[src/rtl/program_counter_pkg.sv]
// Shared types and constants for the program counter and the branch-target controller.
package program_counter_pkg;

    localparam int PC_W = 12;

    typedef enum logic [1:0] {
        IDLE = 2'd0,
        RUN  = 2'd1,
        DONE = 2'd2
    } pc_state_t;

    // Selects which source feeds the next PC value.
    typedef enum logic [1:0] {
        SEL_HOLD = 2'd0,
        SEL_INC  = 2'd1,
        SEL_ADD  = 2'd2,
        SEL_LOAD = 2'd3
    } pc_sel_t;

endpackage

[src/rtl/program_counter_if.sv]
// Control/status bundle between the fetch controller (master) and the program counter (slave).
// Carries the Err flag only when PC_WRAP_DETECT_EN is defined.
interface program_counter_if
    import program_counter_pkg::*;
#(
    parameter int D = PC_W
);
    logic         Start;
    logic [D-1:0] StartAddr;
    logic         Branch;
    logic [D-1:0] Target;
    logic         Stall;
    logic         Halt;
    logic [D-1:0] PC;
    logic         Running;
    logic         Done;
`ifdef PC_WRAP_DETECT_EN
    logic         Err;

    modport master (output Start, StartAddr, Branch, Target, Stall, Halt,
                    input  PC, Running, Done, Err);
    modport slave  (input  Start, StartAddr, Branch, Target, Stall, Halt,
                    output PC, Running, Done, Err);
`else
    modport master (output Start, StartAddr, Branch, Target, Stall, Halt,
                    input  PC, Running, Done);
    modport slave  (input  Start, StartAddr, Branch, Target, Stall, Halt,
                    output PC, Running, Done);
`endif
endinterface

[src/rtl/program_counter_pc_next_calc.sv]
// Combinational next-PC mux/adder: hold, +1, +signed Target, or StartAddr, all modulo 2^D.
// With PC_WRAP_DETECT_EN, also flags results that leave [0, 2^D-1] before truncation.
module pc_next_calc
    import program_counter_pkg::*;
#(
    parameter int D = PC_W
) (
    input  pc_sel_t      i_sel,
    input  logic [D-1:0] i_pc,
    input  logic [D-1:0] i_target,
    input  logic [D-1:0] i_start_addr,
    output logic [D-1:0] o_next_pc
`ifdef PC_WRAP_DETECT_EN
    ,
    output logic         o_wrap
`endif
);

    logic [D-1:0] w_addend;

    // NOTE: every always_comb output gets a value on every path, so no latch is inferred.
    always_comb begin
        w_addend  = (i_sel == SEL_INC) ? D'(1) : i_target;
        o_next_pc = i_pc;
        case (i_sel)
            SEL_LOAD:         o_next_pc = i_start_addr;
            SEL_INC, SEL_ADD: o_next_pc = i_pc + w_addend;
            default:          o_next_pc = i_pc;
        endcase
    end

`ifdef PC_WRAP_DETECT_EN
    // Two guard bits: PC is unsigned, Target signed, so the exact sum spans [-2^(D-1), 2^D + 2^(D-1)).
    logic [D+1:0] w_wide_sum;

    always_comb begin
        if (i_sel == SEL_INC)
            w_wide_sum = {2'b00, i_pc} + (D+2)'(1);
        else
            w_wide_sum = {2'b00, i_pc} + {{2{i_target[D-1]}}, i_target};
        o_wrap = ((i_sel == SEL_INC) || (i_sel == SEL_ADD)) && (w_wide_sum[D+1:D] != 2'b00);
    end
`endif

endmodule

[src/rtl/program_counter.sv]
// Program counter with IDLE/RUN/DONE sequencing; priority Start > Halt > Stall > Branch > +1.
// Optional sticky wrap error (Err) enabled by defining PC_WRAP_DETECT_EN.
module program_counter
    import program_counter_pkg::*;
#(
    parameter int D = PC_W
) (
    input  logic               Clk,
    input  logic               Reset_n,
    program_counter_if.slave   bus
);

    pc_state_t    r_state;
    logic [D-1:0] r_pc;
    logic         r_running;
    logic         r_done;
    pc_sel_t      w_sel;
    logic [D-1:0] w_next_pc;
`ifdef PC_WRAP_DETECT_EN
    logic         r_err;
    logic         w_wrap;
`endif

    always_comb begin
        w_sel = SEL_HOLD;
        if (bus.Start)
            w_sel = SEL_LOAD;
        else if (r_state == RUN) begin
            if (bus.Halt || bus.Stall)
                w_sel = SEL_HOLD;
            else if (bus.Branch)
                w_sel = SEL_ADD;
            else
                w_sel = SEL_INC;
        end
    end

    pc_next_calc #(.D(D)) u_next (
        .i_sel        (w_sel),
        .i_pc         (r_pc),
        .i_target     (bus.Target),
        .i_start_addr (bus.StartAddr),
        .o_next_pc    (w_next_pc)
`ifdef PC_WRAP_DETECT_EN
        ,
        .o_wrap       (w_wrap)
`endif
    );

    // NOTE: sequential state uses non-blocking assignments so every register samples pre-edge values.
    always_ff @(posedge Clk or negedge Reset_n) begin
        if (!Reset_n) begin
            r_state   <= IDLE;
            r_pc      <= '0;
            r_running <= 1'b0;
            r_done    <= 1'b0;
`ifdef PC_WRAP_DETECT_EN
            r_err     <= 1'b0;
`endif
        end else begin
            r_pc <= w_next_pc;
            case (r_state)
                IDLE, DONE: begin
                    if (bus.Start) begin
                        r_state   <= RUN;
                        r_running <= 1'b1;
                        r_done    <= 1'b0;
                    end
                end
                RUN: begin
                    if (!bus.Start && bus.Halt) begin
                        r_state   <= DONE;
                        r_running <= 1'b0;
                        r_done    <= 1'b1;
                    end
                end
                default: begin
                    r_state   <= IDLE;
                    r_running <= 1'b0;
                    r_done    <= 1'b0;
                end
            endcase
`ifdef PC_WRAP_DETECT_EN
            if (bus.Start)
                r_err <= 1'b0;
            else if (w_wrap)
                r_err <= 1'b1;
`endif
        end
    end

    assign bus.PC      = r_pc;
    assign bus.Running = r_running;
    assign bus.Done    = r_done;
`ifdef PC_WRAP_DETECT_EN
    assign bus.Err     = r_err;
`endif

endmodule

[src/flat_wrapper.sv]
// flat-port wrapper written by rule: the top's interface ports become plain ports
module program_counter_flat import program_counter_pkg::*;
#(
    parameter int D = PC_W
)
  (Clk, Reset_n, bus_Start, bus_StartAddr, bus_Branch, bus_Target, bus_Stall, bus_Halt, bus_PC, bus_Running, bus_Done);
  program_counter_if #(.D(D)) bus_i ();
  input  logic Clk;
  input  logic Reset_n;
  input wire logic [$bits(bus_i.Start)-1:0] bus_Start;
  input wire logic [$bits(bus_i.StartAddr)-1:0] bus_StartAddr;
  input wire logic [$bits(bus_i.Branch)-1:0] bus_Branch;
  input wire logic [$bits(bus_i.Target)-1:0] bus_Target;
  input wire logic [$bits(bus_i.Stall)-1:0] bus_Stall;
  input wire logic [$bits(bus_i.Halt)-1:0] bus_Halt;
  output wire logic [$bits(bus_i.PC)-1:0] bus_PC;
  output wire logic [$bits(bus_i.Running)-1:0] bus_Running;
  output wire logic [$bits(bus_i.Done)-1:0] bus_Done;
  assign bus_i.Start = bus_Start;
  assign bus_i.StartAddr = bus_StartAddr;
  assign bus_i.Branch = bus_Branch;
  assign bus_i.Target = bus_Target;
  assign bus_i.Stall = bus_Stall;
  assign bus_i.Halt = bus_Halt;
  assign bus_PC = bus_i.PC;
  assign bus_Running = bus_i.Running;
  assign bus_Done = bus_i.Done;
  program_counter #(.D(D)) u_core (.Clk(Clk), .Reset_n(Reset_n), .bus(bus_i));
endmodule
[config.mk]
export PLATFORM = sky130hd
export DESIGN_NAME = program_counter_flat
export DESIGN_NICKNAME = d
export VERILOG_FILES = /design/src/rtl/program_counter_pkg.sv /design/src/rtl/program_counter_if.sv /design/src/rtl/program_counter_pc_next_calc.sv /design/src/rtl/program_counter.sv /design/src/flat_wrapper.sv
export SDC_FILE = /design/constraint.sdc
export NUM_CORES = 1
export LEC_CHECK = 0
export ABC_CLOCK_PERIOD_IN_PS = 3200
export BUFFER_PORTS_ARGS = -buffer_cell sky130_fd_sc_hd__buf_2
export CORE_MARGIN = 2
export CORE_UTILIZATION = 40
export DETAILED_ROUTE_END_ITERATION = 12
export MAX_ROUTING_LAYER = met4
export PLACE_DENSITY = 0.65
export SLEW_MARGIN = 40
export SYNTH_ARGS = -nofsm -noshare
export SYNTH_HDL_FRONTEND = slang
export SYNTH_SLANG_ARGS = --single-unit
[constraint.sdc]
create_clock -name Clk -period 3.2 [get_ports Clk]
set_input_delay 0.32 -clock Clk [delete_from_list [all_inputs] [get_ports Clk]]
set_output_delay 0.32 -clock Clk [all_outputs]
set_load 0.05 [all_outputs]
==> flow_summary.toml <==
[placement]
hpwl_mm = 2.439
port_buffers = 43
pre_cts_ws_ps = 181.5
gp_congestion = 0.8227

[worst_setup_path]
worst-setup-path-type = "reg2reg"
crit_path_end_kind = "flop"
slowest_delay_ps = 420
worstPathArrival_ps = 3100
path_cells = "nand2b_1 -> nor3_1 -> a21oi_1 -> ha_2 -> or2_2 -> ha_1 -> inv_1 -> fa_1 -> nor2b_1 -> o21ai_1 -> a21oi_2 -> o41ai_2 -> xor2_1 -> o21ai_0"
cp_data_required_time_ps = 3390
crit_fanout = 8
worstSetupStartpointType = "flop"
r2r_cells = 14
critical_path.slowest_cell = "dfrtp_1"

[yosys]
syn_area_mm2 = 0.001290
ys_types = 29
ys_warn_count = 0
avgSynthCellArea_um2 = 8.600
ys_seq_elements = 15
synth.top_cell.area_share_pct = 29.10
yosys.area.top_type = "dfrtp_1"
synthCells = 150
synthTopCellsByArea = "dfrtp_1, ha_1, a21oi_1, nor2b_1, o21ai_0"
syn_nets = 194
ys_seq_area_share_pct = 29.10

[power_and_ir_drop]
p_leak_nw = 0.7657
clkPwrFrac_pct = 8.1
p_int_uw = 661.2
peakVddDrop_v = 0.0004777
p_seq_share_pct = 22.8
p_sw_uw = 791.5
swShare_pct = 54.48
powerDensity_mw_per_mm2 = 903.6
p_comb_share_pct = 69.1
total_power_mw = 1.453

[final_layout]
nNetsFinal = 239
drive_gt1_share_pct = 30.41
diodes = 0
postLayoutCoreUtil_pct = 52.66
syn_to_final_growth_pct = 24.64

[drt]
vias = 1236
drc = 0
firstDrtPassIters = 5
first_iter_violations = 28
final_antenna_net_count = 0
routed_wl_mm = 3.247
vias_per_cell = 5.193
wire_per_inst_um = 13.64

[sta]
setup-violations-final = 0
hold_viol_final = 0
hold_slack_ps = 230.2
finClkSkew_ps = 5.270
fmax_mhz = 343.2
slew_viol_final = 0
rsz0062_at_grt = "false"
maxSlewHeadroom_pct = 70.61
finalCritPeriodShare_pct = 91.05
tightest_slew_ps = 440.8
fin_crit_ps = 2913
finalSetupTns_ps = 0
worst_slack_ps = 286.5

[die]
coreArea_mm2 = 0.003053
fp.dieW_um = 60.79
dieHeight_um = 60.79
initial_core_util_pct = 42.25
dieArea_mm2 = 0.003695
ios = 44
num_rows = 20

[cts]
cts_max_path_buffers = 2
clockRootBuffer = "clkbuf_4"
cts_tree = "built"
postCtsSetupRepairBufs = 0
cts_buffers = 3
clock_latency_ps = 300
htree_levels = 1
clk_pin_slew_worst_paths_ps = 100
cts_sinks = 15

[global_route]
grt_pass1_wl_mm = 5.333
antenna_found_initial = 0
grt_max_degree = 26
first_global_vias = 1184
grt.overflow.total = 0
grt_use_total_pct = 20.01

[flow_run]
cap_violations = 0

[hold_path]
holdPathStages = 2
hold_class = "in2reg"

[run_status]
status = "completed"
-- layer usage --
layer  wire, um  track usage [%]  vias to the layer above
li1           -                -                      618
met2       1542            34.56                       47
met1       1468            23.88                      567
met4         22            3.727                        0
met3        213            4.691                        4
met5          0                -                        -
-- Yosys cell counts, drive strengths merged --
cell     n
nand3    2
nand4    2
nor4     1
dfrtp   15
o221a    1
xnor2    7
mux2i    7
nand2   12
o22ai    1
buf      1
nand2b   6
inv      6
fa       1
o21ai   19
nor2     4
or2      2
nor3b    5
a21oi   18
a21o     2
o41ai    1
xor2     4
a221oi   1
nor2b   12
ha      13
nor3     3
clkbuf   4
-- area by class of cell --
| cell class | instances | area, um2 |
|---|---|---|
| fill | 323 | 1445 |
| inverter | 6 | 22.52 |
| tap | 44 | 55.05 |
| clock buffer | 3 | 22.52 |
| clock inverter | 1 | 5.005 |
| multi-input combinational | 124 | 894.6 |
| timing repair buffer | 45 | 232.7 |
| sequential | 15 | 375.4 |
-- cells in the final DEF (no fill, tap or decap), types with 3 or more instances in the layout --
cell      Yosys  routed
dfrtp_1      15      15
nor2b_1      12      12
o21ai_0      15      15
nor3b_1       5       5
mux2i_1       7       7
o21ai_1       4       4
nand2_1      12      12
a21oi_1      16      15
buf_2         1      43
clkbuf_4      0       3
nor2_1        4       4
nand2b_1      6       6
xor2_1        4       4
nor3_1        3       3
xnor2_1       7       7
inv_1         6       6
ha_1         13      11
-- sequential cells by signal (all words and copies together), names as in the netlist --
register / count
u_core.bus.PC: 12
u_core.r_state: 2
u_core.bus.Running: 1
-- cell families (layout without fill, tap and decap cells) --
group	Yosys count	in the layout	synth area share, %
compound gates	43	43	19.88
xor+xnor	11	11	7.468
fa+ha+maj	14	14	14.16
buf+inv	11	55	3.297
flops	15	15	29.10
mux	7	7	5.432
simple gates	49	49	20.66
-- worst max-delay path, delay by kind of cell (launching register included) --
family	cells	cell delay, ps
fa+ha+maj	3	630
simple gates	4	720
buf+inv	1	70
flops	1	420
compound gates	5	790
xor+xnor	1	190
-- final timing paths --
path | startpoint | end | slack, ps
max in group asynchronous | Reset_n | u_core.bus.PC[7]$_DFFE_PN0P_ | 2480
worst max-delay path | u_core.r_state[1]$_DFFE_PN0P_ | u_core.bus.PC[8]$_DFFE_PN0P_ | 290
worst min register to register | u_core.r_state[1]$_DFFE_PN0P_ | u_core.r_state[0]$_DFFE_PN0P_ | 520
worst max register to register | u_core.r_state[1]$_DFFE_PN0P_ | u_core.bus.PC[8]$_DFFE_PN0P_ | 290
worst min-delay path | bus_Start | u_core.r_state[1]$_DFFE_PN0P_ | 230
min in group asynchronous | Reset_n | u_core.bus.PC[5]$_DFFE_PN0P_ | 450
-- metrics by stage --
stage | instances | instance area [um2]
global placement | 233 | 1548
CTS | 238 | 1585
global route | 238 | 1608
finish | 238 | 1608
floorplan | 150 | 1290
detailed placement | 233 | 1548
-- power groups by stage --
stage | Sequential (mW) | Clock [mW] | Combinational, mW
6_report | 0.332 | 0.118 | 1.00
5_1_grt | 0.343 | 0.129 | 1.09
4_1_cts | 0.331 | 0.121 | 0.988
3_5_place_dp | 0.336 | 0 | 0.977
3_3_place_gp | 0.332 | 0 | 0.957
2_1_floorplan | 0.590 | 0 | 0.508
-- repair_timing --
item / CTS / global route
hold buffers: 1 / 0
endpoints found under the hold margin: 15 / 0
resized for setup: 0 / 4
setup endpoints to repair: 0 / 7
No activity file was read; power rests on OpenSTA's default activity.
